<file path="config.mk">
export PLATFORM = sky130hd
export DESIGN_NAME = dp_ram_arbiter
export DESIGN_NICKNAME = d
export VERILOG_FILES = /design/src/rtl/dp_ram_pkg.sv /design/src/rtl/rr_arb2.sv /design/src/rtl/dp_ram_arbiter.sv
export SDC_FILE = /design/constraint.sdc
export NUM_CORES = 1
export LEC_CHECK = 0
export BUFFER_PORTS_ARGS = -buffer_cell sky130_fd_sc_hd__buf_2
export CAP_MARGIN = 10
export CORE_MARGIN = 3
export CORE_UTILIZATION = 47
export CTS_BUF_LIST = sky130_fd_sc_hd__clkbuf_4
export DETAILED_ROUTE_END_ITERATION = 8
export PLACE_DENSITY = 0.95
export SETUP_SLACK_MARGIN = 0.5
export SLEW_MARGIN = 20
export SYNTH_ARGS = -nofsm -noshare
export SYNTH_HDL_FRONTEND = slang
export SYNTH_SLANG_ARGS = --single-unit
</file>
<file path="constraint.sdc">
create_clock -name clk -period 4.8 [get_ports clk]
set_input_delay 0.24 -clock clk [delete_from_list [all_inputs] [get_ports clk]]
set_output_delay 0.24 -clock clk [all_outputs]
set_load 0.03 [all_outputs]
</file>
<file path="src/rtl/dp_ram_pkg.sv">
// Shared definitions for the port-A arbiter of the 256x32 dual-port RAM.
package dp_ram_pkg;

    localparam int AW_DEF = 8;
    localparam int DW_DEF = 32;
    localparam int ID_W   = 1;

    // Sweep state: CLEAR owns port A, RUN hands it to the requesters.
    typedef enum logic {
        ST_CLEAR = 1'b0,
        ST_RUN   = 1'b1
    } state_t;

    typedef logic [ID_W-1:0] req_id_t;

endpackage

</file>
<file path="src/rtl/rr_arb2.sv">
// Two-way round-robin grant. The grant is combinational; the pointer
// remembers which requester was served last and moves only on a grant.
module rr_arb2 (
    input  logic       clk,
    input  logic       reset,
    input  logic       en,
    input  logic [1:0] req,
    output logic [1:0] gnt
);

    // last = 1 means requester 1 was served most recently, so 0 wins a tie
    logic last;

    // Tie goes to whoever was not served last
    always_comb begin
        gnt[0] = en & req[0] & (~req[1] | last);
        gnt[1] = en & req[1] & (~req[0] | ~last);
    end

    // Pointer follows the granted index; idle cycles leave it alone
    always_ff @(posedge clk or posedge reset) begin
        if (reset) begin
            last <= 1'b1;
        end else if (|gnt) begin
            last <= gnt[1];
        end
    end

endmodule

</file>
<file path="src/rtl/dp_ram_arbiter.sv">
// Shares RAM port A between two requesters with round-robin arbitration,
// one-cycle read responses and a clear engine that sweeps every address.
//
// Handshake: a request transfers in the cycle where reqN_valid and
// reqN_ready are both high. ready is combinational from valid and the
// arbiter state; the requester must hold valid/we/addr/wdata stable until
// it sees ready. Reads answer with rspN_valid exactly one cycle later.
module dp_ram_arbiter
    import dp_ram_pkg::*;
#(
    parameter int            AW             = AW_DEF,
    parameter int            DW             = DW_DEF,
    parameter bit            CLEAR_ON_RESET = 1'b1,
    parameter logic [DW-1:0] CLEAR_VALUE    = '0
) (
    input  logic          clk,
    input  logic          reset,
    input  logic          clr_start,
    output logic          clr_busy,
    input  logic          req0_valid,
    output logic          req0_ready,
    input  logic          req0_we,
    input  logic [AW-1:0] req0_addr,
    input  logic [DW-1:0] req0_wdata,
    input  logic          req1_valid,
    output logic          req1_ready,
    input  logic          req1_we,
    input  logic [AW-1:0] req1_addr,
    input  logic [DW-1:0] req1_wdata,
    output logic          rsp0_valid,
    output logic          rsp1_valid,
    output logic [DW-1:0] rsp_rdata,
    output logic          ram_cea,
    output logic          ram_ocea,
    output logic          ram_wrea,
    output logic [AW-1:0] ram_ada,
    output logic [DW-1:0] ram_dina,
    input  logic [DW-1:0] ram_douta,
    output state_t        dbg_state
);

    state_t        state;
    logic          boot;      // one-cycle hold-off so CLEAR starts after reset release
    logic [AW-1:0] clr_cnt;
    logic          run_en;
    logic [1:0]    gnt;
    logic          gnt_any;
    logic          sel_we;
    logic [AW-1:0] sel_addr;
    logic [DW-1:0] sel_wdata;
    logic [AW-1:0] ada_q;
    logic [DW-1:0] dina_q;
    logic          pend_v;
    req_id_t       pend_id;

    // Requests are only eligible in RUN, and never while reset is held
    assign run_en = (state == ST_RUN) && !boot && !reset;

    rr_arb2 u_arb (
        .clk   (clk),
        .reset (reset),
        .en    (run_en),
        .req   ({req1_valid, req0_valid}),
        .gnt   (gnt)
    );

    assign req0_ready = gnt[0];
    assign req1_ready = gnt[1];
    assign gnt_any    = |gnt;
    assign clr_busy   = (state == ST_CLEAR);
    assign dbg_state  = state;
    assign ram_ocea   = 1'b1;
    assign rsp_rdata  = ram_douta;
    assign rsp0_valid = pend_v && (pend_id == req_id_t'(0));
    assign rsp1_valid = pend_v && (pend_id == req_id_t'(1));

    // Pick the command of whichever requester holds the grant
    always_comb begin
        sel_we    = req0_we;
        sel_addr  = req0_addr;
        sel_wdata = req0_wdata;
        if (gnt[1]) begin
            sel_we    = req1_we;
            sel_addr  = req1_addr;
            sel_wdata = req1_wdata;
        end
    end

    // Drive port A: sweep writes in CLEAR, granted command in RUN, else idle
    // with address/data parked at their previous values
    always_comb begin
        ram_cea  = 1'b0;
        ram_wrea = 1'b0;
        ram_ada  = ada_q;
        ram_dina = dina_q;
        if (state == ST_CLEAR) begin
            ram_cea  = 1'b1;
            ram_wrea = 1'b1;
            ram_ada  = clr_cnt;
            ram_dina = CLEAR_VALUE;
        end else if (gnt_any) begin
            ram_cea  = 1'b1;
            ram_wrea = sel_we;
            ram_ada  = sel_addr;
            ram_dina = sel_wdata;
        end
    end

    // CLEAR/RUN sequencing and the sweep counter (wraps to 0 on exit)
    always_ff @(posedge clk or posedge reset) begin
        if (reset) begin
            state   <= ST_RUN;
            boot    <= CLEAR_ON_RESET;
            clr_cnt <= '0;
        end else if (boot) begin
            state <= ST_CLEAR;
            boot  <= 1'b0;
        end else begin
            case (state)
                ST_RUN: begin
                    if (clr_start) begin
                        state <= ST_CLEAR;
                    end
                end
                ST_CLEAR: begin
                    clr_cnt <= clr_cnt + 1'b1;
                    if (clr_cnt == {AW{1'b1}}) begin
                        state <= ST_RUN;
                    end
                end
                default: state <= ST_RUN;
            endcase
        end
    end

    // Remember the last address/data so idle cycles do not toggle the RAM bus
    always_ff @(posedge clk or posedge reset) begin
        if (reset) begin
            ada_q  <= '0;
            dina_q <= '0;
        end else begin
            ada_q  <= ram_ada;
            dina_q <= ram_dina;
        end
    end

    // A granted read owes its requester one response pulse next cycle
    always_ff @(posedge clk or posedge reset) begin
        if (reset) begin
            pend_v  <= 1'b0;
            pend_id <= '0;
        end else begin
            pend_v  <= gnt_any && !sel_we;
            pend_id <= req_id_t'(gnt[1]);
        end
    end

endmodule
</file>
==> flow_summary.json <==
{
  "status": "completed",
  "cts_sinks": 53,
  "grt.total_usage_pct": 18.1,
  "fin_crit_ns": 3.08,
  "syn-cell-area_um2": 3020,
  "wire_per_inst_um": 15.5,
  "rows": 28,
  "synth_top_family_by_area": "multiplexers",
  "cts_root_buffer": "clkbuf_4",
  "cts_buffers": 5,
  "die_area_um2": 7430,
  "htreeDepth": 2,
  "ys_async_sr_fraction_pct": 100,
  "ys_ff_latch": 53,
  "pin_count": 200,
  "diodes": 0,
  "cts_tree": "done",
  "r2r_end": "dina_q[11]$_DFF_PP0_",
  "synth_flop_cell": "dfrtp_1",
  "skew_ns": 0.0222,
  "clk_pin_slew_ns": 0.17,
  "grt_pass1_vias": 2305,
  "worstSetupStartpointType": "flop",
  "cts_buffer_depth": 2,
  "post_cts_resize_count": 0,
  "wl_um": 6760,
  "power_density_nw_per_um2": 295,
  "gp_congestion": 0.768,
  "ant_nets": 0,
  "slowest_delay_ns": 0.71,
  "cp_top_family": "simple AND/OR/NAND/NOR gates",
  "yosysSeqAreaShare_pct": 44.0,
  "cp_cell_sequence": "nor3b_4 > nor2b_4 > buf_4 > mux2i_1 > buf_2",
  "avgSynthCellArea_um2": 11.4,
  "rsz0062_at_grt": "no",
  "critical_path_required_ns": 4.56,
  "nFillCells": 499,
  "yosysTopAreaCellShare_pct": 41.4,
  "ff_latch_area_um2": 1330,
  "clkLatencyLatePin_ns": 0.37,
  "hold_path.class": "in2async",
  "via_per_inst": 5.22,
  "cp_slowest_cell": "nor2b_4",
  "setup_viol": 0,
  "design.core.area_um2": 6060,
  "maxSlewViolCount": 0,
  "irDropWorstVdd_mv": 0.215,
  "r2r_setup_slack_ns": 2.48,
  "post-route-period-util_pct": 64.2,
  "vias": 2282,
  "yosys_warnings": 0,
  "port_buffers": 134,
  "r2r_start": "dbg_state$_DFF_PP1_",
  "syn_nets": 384,
  "synth_largest_area_cell": "dfrtp_1",
  "p_leak_nw": 1.77,
  "grt_pass1_wl_um": 10800,
  "fmax_ghz": 0.325,
  "syn_to_final_growth_pct": 15.5,
  "initial_core_util_pct": 49.9,
  "grt_start_max_net_pins": 54,
  "ys_types": 33,
  "post_route_cells_drive_above_1_share_pct": 43.9,
  "arrival_ns": 2.84,
  "path_buf_inv": 2,
  "finalSetupTns_ns": 0,
  "hpwl_um": 4940,
  "yosysMostFrequentCell": "mux2i_1",
  "layout.nets": 481,
  "synth-compound-area-share_pct": 4.93,
  "drtIter0Drc": 68,
  "path_class": "reg2out",
  "gr-total-overflow": 0,
  "multi_input_area_um2": 1280,
  "drc_errors": 0,
  "cts_setup_buffers": 0,
  "synth_commonest_cells": "mux2i_1 (65), dfrtp_1 (50), nand2_1 (34)",
  "cap_violations": 0,
  "slew_headroom_pct": 38.6,
  "postSynthCellCount": 264,
  "dr.pass1.iters": 4,
  "synth_edf_count": 0,
  "worst_pin_slew_ns": 0.921,
  "antenna_found_initial": 0,
  "reg2regPathDepth": 4,
  "synthTopCellsByArea": "dfrtp_1 (41%), mux2i_1 (22%), buf_4 (8.2%)",
  "synthXorXnorAreaFrac_pct": 2.03,
  "synthSimpleGateAreaFrac_pct": 9.98,
  "synthAdderAreaFrac_pct": 0.414,
  "die_width_um": 86.2,
  "endpoint_kind": "primary output",
  "die_h_um": 86.2,
  "crit_path_max_fanout": 24,
  "final_util_pct": 57.6,
  "hold_buffers": 0,
  "synthMuxAreaShare_pct": 24.9,
  "hold_viol_final": 0
}
registers in the layout, indices dropped and copies added (netlist names):
register,flops
ada_q,8
boot,1
u_arb.last,1
clr_cnt,8
dbg_state,1
dina_q,32
pend_v,1
pend_id,1
cell type report:
cell class | instances | area share, %
Sequential cell | 53 | 38.1
Inverter | 4 | 0.466
Clock buffer | 5 | 1.08
Clock inverter | 3 | 0.717
Tap cell | 75 | 2.69
Timing Repair Buffer | 138 | 20.2
Multi-Input combinational cell | 159 | 36.8
worst reg2reg max path, delay by kind of cell (launching register included):
kind,cells,cell delay [ns]
DFF,1,0.56
buffers and inverters,1,0.43
muxes,1,0.30
and+or+nand+nor,2,0.93
kinds of logic (layout without fill, tap and decap cells):
| family | Yosys count | after routing |
|---|---|---|
| AOI/OAI and AO/OA | 16 | 16 |
| DFF | 53 | 53 |
| adders and majority gates | 1 | 1 |
| other | 2 | 2 |
| buffers and inverters | 52 | 150 |
| and+or+nand+nor | 59 | 59 |
| muxes | 74 | 74 |
| xor gates and xnor gates | 7 | 7 |
power breakdown:
part / switching (mW) / internal, mW / total [mW]
clock network: 0.150 / 0.0602 / 0.210
logic: 0.150 / 0.128 / 0.278
registers: 0.0421 / 0.501 / 0.543
routing by layer:
| layer | part of all wire, % | GRT usage, % |
|---|---|---|
| met1 | 39 | 21.7 |
| met3 | 9.1 | 5.32 |
| met4 | 1.6 | 5.10 |
| met2 | 50 | 31.4 |
| met5 | 0 | 0 |
stage by stage:
| stage | hold WS (ns) | power (mW) | instance area [µm²] | std cells | worst slack (ns) |
|---|---|---|---|---|---|
| 2_1_floorplan | 0.304 | 0.792 | 3020 | 264 | 2.55 |
| 5_1_grt | 0.0347 | 1.10 | 3490 | 437 | 1.49 |
| 6_report | 0.0508 | 1.03 | 3490 | 437 | 1.72 |
| 3_5_place_dp | 0.425 | 0.831 | 3420 | 428 | 2.14 |
| 4_1_cts | 0.00247 | 1.05 | 3480 | 436 | 1.70 |
| 3_3_place_gp | 0.427 | 0.820 | 3420 | 428 | 2.23 |
layout by cell type, fill, tap and decap left out, types with 5 or more instances in the layout:
master / instances
mux2_2: 7
buf_2: 134
xnor2_1: 5
dfrtp_1: 50
nand2_1: 34
nor2b_1: 9
clkbuf_4: 5
nand4_1: 5
mux2i_1: 65
a221o_1: 8
worst max path at each step:
stage                     slack (ns)                 from           end  cells past startpoint
after floorplan                 2.55  dbg_state$_DFF_PP1_  ram_dina[10]                      6
after global placement          2.23  dbg_state$_DFF_PP1_  ram_dina[22]                      5
after detailed placement        2.14  dbg_state$_DFF_PP1_  ram_dina[30]                      5
after CTS                       1.70  dbg_state$_DFF_PP1_  ram_dina[19]                      5
after global routing            1.49  dbg_state$_DFF_PP1_  ram_dina[19]                      5
final                           1.72  dbg_state$_DFF_PP1_  ram_dina[11]                      5
(Power assumes the default switching activity.)
